--- src/rtl/multicycle_control_hs.sv ---
// Multi-cycle RV32I control FSM with a memory request/ready handshake,
// wait-timeout bus-error trap, illegal-opcode trap, ECALL halt and counters.
module multicycle_control_hs #(
  parameter int CNT_WIDTH  = 32,
  parameter int MAX_WAIT   = 15,
  parameter int WAIT_WIDTH = 4
) (
  input  logic                 clk,
  input  logic                 reset,
  input  logic [6:0]           part_of_inst,
  input  logic                 alu_bcond,
  input  logic                 halt_req,
  input  logic                 mem_ready,
  output logic                 mem_req,
  output logic                 mem_read,
  output logic                 mem_write,
  output logic                 i_or_d,
  output logic                 ir_write,
  output logic                 pc_write,
  output logic                 pc_source,
  output logic                 alu_src_A,
  output logic [1:0]           alu_src_B,
  output logic [1:0]           ALUOp,
  output logic                 reg_write,
  output logic                 mem_to_reg,
  output logic                 retire,
  output logic                 halted,
  output logic                 trap,
  output logic [1:0]           trap_cause,
  output logic [CNT_WIDTH-1:0] instret,
  output logic [CNT_WIDTH-1:0] cycles
);
  localparam logic [6:0] OP_ARITH     = 7'b0110011;
  localparam logic [6:0] OP_ARITH_IMM = 7'b0010011;
  localparam logic [6:0] OP_LOAD      = 7'b0000011;
  localparam logic [6:0] OP_STORE     = 7'b0100011;
  localparam logic [6:0] OP_BRANCH    = 7'b1100011;
  localparam logic [6:0] OP_JAL       = 7'b1101111;
  localparam logic [6:0] OP_JALR      = 7'b1100111;
  localparam logic [6:0] OP_ECALL     = 7'b1110011;

  localparam logic [1:0] CAUSE_ILLEGAL = 2'b01;
  localparam logic [1:0] CAUSE_BUS     = 2'b10;

  typedef enum logic [4:0] {
    S_IF, S_ID, S_MEM_ADDR, S_LD_WAIT, S_WB_LD, S_ST_WAIT, S_EX_R, S_EX_I,
    S_WB_ALU, S_BR, S_BR_T, S_JAL, S_JALR, S_ECALL, S_HALT, S_TRAP
  } state_t;

  state_t                state, state_n;
  logic [WAIT_WIDTH-1:0] wait_cnt;
  logic [1:0]            cause_n;
  logic                  in_wait, timeout;

  assign in_wait = (state == S_IF) || (state == S_LD_WAIT) || (state == S_ST_WAIT);
  // mem_ready on the limit cycle still completes the access
  assign timeout = in_wait && !mem_ready && (wait_cnt == WAIT_WIDTH'(MAX_WAIT));

  always_ff @(posedge clk) begin
    if (reset) begin
      state      <= S_IF;
      wait_cnt   <= '0;
      instret    <= '0;
      cycles     <= '0;
      halted     <= 1'b0;
      trap       <= 1'b0;
      trap_cause <= 2'b00;
    end else begin
      state <= state_n;
      if (state_n != state)
        wait_cnt <= '0;
      else if (in_wait && !mem_ready)
        wait_cnt <= wait_cnt + 1'b1;
      if (retire)
        instret <= instret + CNT_WIDTH'(1);
      if (!halted && !trap)
        cycles <= cycles + CNT_WIDTH'(1);
      if (state_n == S_HALT)
        halted <= 1'b1;
      if (state_n == S_TRAP && state != S_TRAP) begin
        trap       <= 1'b1;
        trap_cause <= cause_n;
      end
    end
  end

  always_comb begin
    state_n    = state;
    cause_n    = 2'b00;
    mem_req    = 1'b0;
    mem_read   = 1'b0;
    mem_write  = 1'b0;
    i_or_d     = 1'b0;
    ir_write   = 1'b0;
    pc_write   = 1'b0;
    pc_source  = 1'b0;
    alu_src_A  = 1'b0;
    alu_src_B  = 2'b00;
    ALUOp      = 2'b00;
    reg_write  = 1'b0;
    mem_to_reg = 1'b0;
    retire     = 1'b0;
    unique case (state)
      S_IF: begin
        mem_req  = 1'b1;
        mem_read = 1'b1;
        ir_write = mem_ready;
        if (mem_ready) state_n = S_ID;
        else if (timeout) begin state_n = S_TRAP; cause_n = CAUSE_BUS; end
      end
      S_ID: begin
        alu_src_B = 2'b01;
        unique case (part_of_inst)
          OP_ARITH:           state_n = S_EX_R;
          OP_ARITH_IMM:       state_n = S_EX_I;
          OP_LOAD, OP_STORE:  state_n = S_MEM_ADDR;
          OP_BRANCH:          state_n = S_BR;
          OP_JAL:             state_n = S_JAL;
          OP_JALR:            state_n = S_JALR;
          OP_ECALL:           state_n = S_ECALL;
          default: begin state_n = S_TRAP; cause_n = CAUSE_ILLEGAL; end
        endcase
      end
      S_MEM_ADDR: begin
        alu_src_A = 1'b1;
        alu_src_B = 2'b10;
        state_n   = (part_of_inst == OP_STORE) ? S_ST_WAIT : S_LD_WAIT;
      end
      S_LD_WAIT: begin
        mem_req  = 1'b1;
        mem_read = 1'b1;
        i_or_d   = 1'b1;
        if (mem_ready) state_n = S_WB_LD;
        else if (timeout) begin state_n = S_TRAP; cause_n = CAUSE_BUS; end
      end
      S_WB_LD: begin
        reg_write  = 1'b1;
        mem_to_reg = 1'b1;
        alu_src_B  = 2'b01;
        pc_write   = 1'b1;
        retire     = 1'b1;
        state_n    = S_IF;
      end
      S_ST_WAIT: begin
        mem_req   = 1'b1;
        mem_write = 1'b1;
        i_or_d    = 1'b1;
        alu_src_B = 2'b01;
        pc_write  = mem_ready;
        retire    = mem_ready;
        if (mem_ready) state_n = S_IF;
        else if (timeout) begin state_n = S_TRAP; cause_n = CAUSE_BUS; end
      end
      S_EX_R: begin
        alu_src_A = 1'b1;
        ALUOp     = 2'b10;
        state_n   = S_WB_ALU;
      end
      S_EX_I: begin
        alu_src_A = 1'b1;
        alu_src_B = 2'b10;
        ALUOp     = 2'b10;
        state_n   = S_WB_ALU;
      end
      S_WB_ALU: begin
        reg_write = 1'b1;
        alu_src_B = 2'b01;
        pc_write  = 1'b1;
        retire    = 1'b1;
        state_n   = S_IF;
      end
      S_BR: begin
        alu_src_A = 1'b1;
        ALUOp     = 2'b01;
        pc_source = 1'b1;
        // not taken: ALUOut still holds PC+4 from ID
        pc_write  = !alu_bcond;
        retire    = !alu_bcond;
        state_n   = alu_bcond ? S_BR_T : S_IF;
      end
      S_BR_T: begin
        alu_src_B = 2'b10;
        pc_write  = 1'b1;
        retire    = 1'b1;
        state_n   = S_IF;
      end
      S_JAL: begin
        reg_write = 1'b1;
        alu_src_B = 2'b10;
        pc_write  = 1'b1;
        retire    = 1'b1;
        state_n   = S_IF;
      end
      S_JALR: begin
        reg_write = 1'b1;
        alu_src_A = 1'b1;
        alu_src_B = 2'b10;
        pc_write  = 1'b1;
        retire    = 1'b1;
        state_n   = S_IF;
      end
      S_ECALL: begin
        retire = 1'b1;
        if (halt_req) state_n = S_HALT;
        else begin
          alu_src_B = 2'b01;
          pc_write  = 1'b1;
          state_n   = S_IF;
        end
      end
      S_HALT:  state_n = S_HALT;
      S_TRAP:  state_n = S_TRAP;
      default: state_n = S_IF;
    endcase
  end
endmodule
--- config.mk ---
export PLATFORM = sky130hd
export DESIGN_NAME = multicycle_control_hs
export DESIGN_NICKNAME = d
export VERILOG_FILES = /design/src/rtl/multicycle_control_hs.sv
export SDC_FILE = /design/constraint.sdc
export NUM_CORES = 1
export LEC_CHECK = 0
export ABC_CLOCK_PERIOD_IN_PS = 2800
export CORE_MARGIN = 1.5
export CORE_UTILIZATION = 50
export CTS_CLUSTER_SIZE = 40
export DETAILED_ROUTE_END_ITERATION = 8
export GPL_ROUTABILITY_DRIVEN = 1
export PLACE_DENSITY_LB_ADDON = 0.3
export SLEW_MARGIN = 15
export SYNTH_ARGS = -nofsm -noshare
export SYNTH_HDL_FRONTEND = slang
export SYNTH_SLANG_ARGS = --single-unit
export TNS_END_PERCENT = 50
--- constraint.sdc ---
create_clock -name clk -period 2.8 [get_ports clk]
set_clock_uncertainty 0.1 [all_clocks]
set_input_delay 0.56 -clock clk [delete_from_list [all_inputs] [get_ports clk]]
set_output_delay 0.56 -clock clk [all_outputs]
set_load 0.03 [all_outputs]
# == Word-level counts from Yosys, hierarchy flattened ==
# Index checks and enable logic that the tools add are counted.
# W data, S select, Z words.
# classes
add_sub_neg,3
n_eq_ne,28
muxes,28
n_reduce_logical,24
# op_table
operator,count
$add A32 B1 Y32 const B,2
$eq A5 B4 Y1 const B,10
$pmux W5 S10,1
$eq A7 B7 Y1 const B,4
$pmux W4 S7,1
$eq A5 B3 Y1 const B,4
$mux W5,4
$reduce_or A5 Y1,3
$eq A7 B6 Y1 const B,2
$mux W1,12
$eq A5 B2 Y1 const B,2
$reduce_or A2 Y1,5
$mux W4,2
$pmux W2 S2,2
$reduce_or A4 Y1,2
$reduce_or A8 Y1,1
$eq A7 B2 Y1 const B,1
$eq A7 B5 Y1 const B,1
$pmux W2 S3,1
$reduce_or A6 Y1,1
$eq A5 B1 Y1 const B,1
$logic_not A5 Y1,1
$ne A5 B4 Y1 const B,1
$ne A5 B5 Y1,1
other kinds (10),18
# totals
regBits,77
in_bits,12
out_inout_bits,83
wordCells,90

# == Longest topological paths before layout ==
# Gate-level depths: netlist (run 1).
# logic_depth
word_depth,10
depth_mapped,8
ltp_nobuf,7

# == Worst setup path after synthesis (run 1) ==
# OpenSTA, ideal clock, no wires.
# synth_timing
path_type,flip-flop to output port
from,register state[1]
to,output port mem_req
t_arrival_ns,1.991
required_time_ns,2.140
slack_ns,0.149
path_stages_with_launch,6
path_buffers,2
path_cell_list,dfxtp_1 clkbuf_8 clkbuf_1 nand2_1 a21boi_0 or2_2
# synth_between
elab_chain_cells,3
word_cells_on_any_way,5
cone_classes,eq/ne: 2; mux: 1; reduce/logical: 2
# synth_lines
element,line,rtl
"start, declared",50,"state_t state, state_n;"
"start signal, assigned",69,state <= state_n;
$eq A5 B2 Y1 (tied with other cells),103,unique case (state)
$reduce_or A3 Y1 (no line) (*),n/a,
$mux W1 (*),103,
"end, declared",14,"output logic mem_req,"
# Every way passes the cells marked *; elsewhere a longest branch is shown, timed or not.

# == Final worst setup path (run 1) ==
# layout_timing
from,register state[0]
to,output port mem_write
# layout_between
elab_chain_cells,2
# layout_lines
element,line,rtl
$eq A5 B3 Y1,103,
$mux W1,103,
"end, declared",16,"output logic mem_write,"
# No other way between the ends.

==> run_results.csv, run 1 <==
group,metric,value,unit
run_status,status,"completed",
worst_setup_path,crit_start,"state[0]$_SDFF_PP0_",
global_route,grt_pass1_wl,17.3,mm
clocking,clk_path_buf_depth,2,
worst_setup_path,crit_family,"buffers and inverters",
yosys,yosysSeqAreaShare,37.7,%
detailed_routing,num_vias,4052,
yosys,synthDistinctLibCells,62,
finish,nets,625,
timing,slew_headroom,64.3,%
floorplan,die_y,93.5,um
finish,multi_input_area,2340,um2
timing,fin_crit_sh,97.3,%
detailed_routing,drtPass1Iterations,4,
yosys,ys_warn_count,0,
finish,seq_area,1540,um2
floorplan,fp.dieW,93.5,um
worst_setup_path,cp.arrival,2060,ps
detailed_routing,wirelength,10.1,mm
finish,drive_gt1_share,11.9,%
place,io_buffers,94,
yosys,netlist.area_leader.share,37.7,%
timing,clock.fmax,0.367,GHz
floorplan,initial_core_util,52.4,%
yosys,syn_area_per_cell,8.24,um2
worst_setup_path,path_buf_inv,1,
timing,fin_ws,76.0,ps
timing,finalHoldViolCount,0,
yosys,ys_ff_latch,77,
clocking,cts_num_sinks,77,
timing,fin_crit,2720,ps
worst_setup_path,setup.worst_path.end_class,"output port",
yosys,synthFlopType,"dfxtp_1",
yosys,synth_cells,497,
worst_setup_path,regToRegEndpoint,"instret[27]$_SDFFE_PP0P_",
detailed_routing,ant_nets,0,
floorplan,die_area,8740,um2
finish,antenna_cells,0,
clocking,clk_latency,340,ps
global_route,gr-total-overflow,0,
finish,fill_cells,643,
yosys,syn_area,4090,um2
place,hpwl,7.39,mm
worst_setup_path,cp_max_fo,13,
yosys,synth.most_common_cell,"dfxtp_1",
worst_setup_path,rr_worst_depth,6,
pwr,power_density,416,nW/um2
timing,tightestPinTransition,531,ps
global_route,grt_usage,24.1,%
worst_setup_path,cp_data_required_time,2140,ps
global_route,grt_pass1_vias,3999,
place,gp_congestion,0.908,
yosys,asyncSetResetFlopFracSynth,0,%
place,place_ws,-74.1,ps
clocking,clkTransAtPathRegs,80,ps
worst_setup_path,regToRegStartpoint,"instret[3]$_SDFFE_PP0P_",
flow_run,maxCapViolations,0,
detailed_routing,drtIter0Drc,197,
detailed_routing,detail_route.wl_per_cell,14.2,um
global_route,grt_max_degree,64,
yosys,synth_nets,512,
clocking,cts_tree,"built",
timing,timing.setup.tns,0,ps
clocking,numCtsBuffers,9,
worst_setup_path,cp-endpoint,"mem_write",
detailed_routing,avgViaCountPerCell,5.65,
floorplan,ios,95,
floorplan,rows,32,
worst_setup_path,regToRegSetupSlack,280,ps
worst_setup_path,path_depth,3,
worst_setup_path,critPathSlowestCell,"clkdlybuf4s50_1",
pwr,power,2.27,mW
hold_path,hold_class,"flop to flop",
yosys,synth_commonest_cells,"77 x dfxtp_1, 60 x nor2_1, 34 x nand2_1, 30 x a21oi_1, 25 x xnor2_1",
detailed_routing,drc,0,
clocking,htree_num_levels,3,
hold_path,hold_depth,1,
worst_setup_path,worst-setup-path-type,"flop to output port",
floorplan,core_area,7810,um2
yosys,netlist.top_cell.by_area,"dfxtp_1",
timing,setup_viol,0,
timing,slew_violations,0,
clocking,post_cts_buffers,0,
pwr,p_leak,1.92,nW
yosys,synthTopCellsByArea,"dfxtp_1 38%, nor2_1 5.5%, xnor2_1 5.3%",
pwr,peakVddDrop,338,uV
finish,area_delta_synth_final,33.3,%
clocking,clockRootBuffer,"clkbuf_8",
worst_setup_path,crit_chain,"or3b_1 > nor2_1 > clkdlybuf4s50_1",
global_route,antenna_found_initial,0,
timing,grt_setup_unrepaired,"false",
worst_setup_path,worst_path_largest_cell_delay,710,ps
worst_setup_path,cp-start-kind,"flop",
yosys,synth_edf_count,0,
==> sequential cells by signal, indices dropped and copies added (netlist names) <==
name / flops
cycles: 32
wait_cnt: 4
instret: 32
trap_cause: 2
trap: 1
halted: 1
state: 5
==> power breakdown <==
part	leakage [nW]	internal (mW)	switching (mW)
Clock	0.106	0.507	0.429
Combinational	1.19	0.0966	0.118
Sequential	0.622	1.10	0.0156
==> how the worst min path moves through the flow <==
stage | start | to
2_1_floorplan | wait_cnt[1]$_SDFFE_PP0P_ | wait_cnt[1]$_SDFFE_PP0P_
3_3_place_gp | trap_cause[0]$_SDFFE_PP0P_ | trap_cause[0]$_SDFFE_PP0P_
3_5_place_dp | trap_cause[0]$_SDFFE_PP0P_ | trap_cause[0]$_SDFFE_PP0P_
4_1_cts | trap_cause[0]$_SDFFE_PP0P_ | trap_cause[0]$_SDFFE_PP0P_
5_1_grt | instret[31]$_SDFFE_PP0P_ | instret[31]$_SDFFE_PP0P_
6_report | trap_cause[0]$_SDFFE_PP0P_ | trap_cause[0]$_SDFFE_PP0P_
==> through the flow <==
| step | hold slack, ps | area [um2] | util (%) | instances |
|---|---|---|---|---|
| floorplan | 414 | 4090 | - | 497 |
| global placement | 355 | 5230 | 67.0 | 701 |
| detailed placement | 369 | 5230 | 67.0 | 701 |
| CTS | 393 | 5450 | 69.8 | 717 |
| global route | 416 | 5460 | 69.9 | 717 |
| finish | 389 | 5460 | 69.9 | 717 |
==> per-layer routing <==
| layer | GRT usage (%) | wire length [um] | vias to the layer above |
|---|---|---|---|
| met2 | 43.3 | 5200 | 107 |
| met5 | 0 | 0 | - |
| met4 | 7.70 | 120 | 0 |
| li1 | - | - | 2011 |
| met3 | 5.93 | 407 | 12 |
| met1 | 27.7 | 4430 | 1922 |
==> worst reg2reg max path, delay by kind of cell (launching register included) <==
family	cells	cell delay (ps)
compound gates	1	160
flops	1	450
simple gates	5	1740
==> placed cells by master (no fill, tap or decap), types with 3 or more instances in the layout <==
| cell | n |
|---|---|
| o21ai_0 | 23 |
| dfxtp_1 | 75 |
| or2b_2 | 4 |
| nand2_1 | 34 |
| nand4_1 | 24 |
| clkdlybuf4s50_1 | 80 |
| nand3b_1 | 3 |
| nand2b_1 | 3 |
| a31o_2 | 3 |
| o21a_1 | 4 |
| a211oi_1 | 5 |
| buf_4 | 32 |
| and4_1 | 4 |
| and2_1 | 6 |
| nor3_1 | 24 |
| dlygate4sd2_1 | 7 |
| or3b_1 | 3 |
| nor2_1 | 60 |
| clkbuf_8 | 9 |
| nand3_1 | 21 |
| inv_1 | 13 |
| dlymetal6s2s_1 | 4 |
| o31ai_1 | 6 |
| nor2b_1 | 4 |
| ha_1 | 3 |
| or4_1 | 5 |
| a21oi_1 | 30 |
| and3_1 | 10 |
| or3_1 | 18 |
| xor2_1 | 19 |
| nor4_1 | 3 |
| o21ba_2 | 3 |
| xnor2_1 | 25 |
==> final cells by class <==
cell class,count,area share [%]
Tap cell,102,2.34
Timing Repair Buffer,125,21.6
Multi-Input combinational cell,384,42.8
Sequential cell,77,28.3
Inverter,13,0.894
Clock buffer,9,2.27
Clock inverter,7,1.79
==> cells by family (layout without fill, tap and decap cells) <==
group,Yosys count,in the layout,share of synthesized area [%]
compound gates,95,95,15.3
other cells,1,1,0.0916
fa+ha+maj,3,3,0.917
mux,2,2,0.489
simple gates,239,239,30.9
xor+xnor,44,44,9.41
buf+inv,36,154,5.23
flops,77,77,37.7
==> repair_timing <==
action,in CTS,in global routing
hold buffers,0,0
hold endpoints to repair,0,0
gates resized for setup,9,4
endpoints found under the setup margin,11,4
pin swaps,0,0
No activity file was read; power rests on OpenSTA's default activity.
==> run 2, diff against run 1 <==
Settings changed: CAP_MARGIN set to 30, CTS_CLUSTER_SIZE 40 to 30.
==> results of run 2 <==
No change in the layout: final DEF, timing and power equal those of run 1.
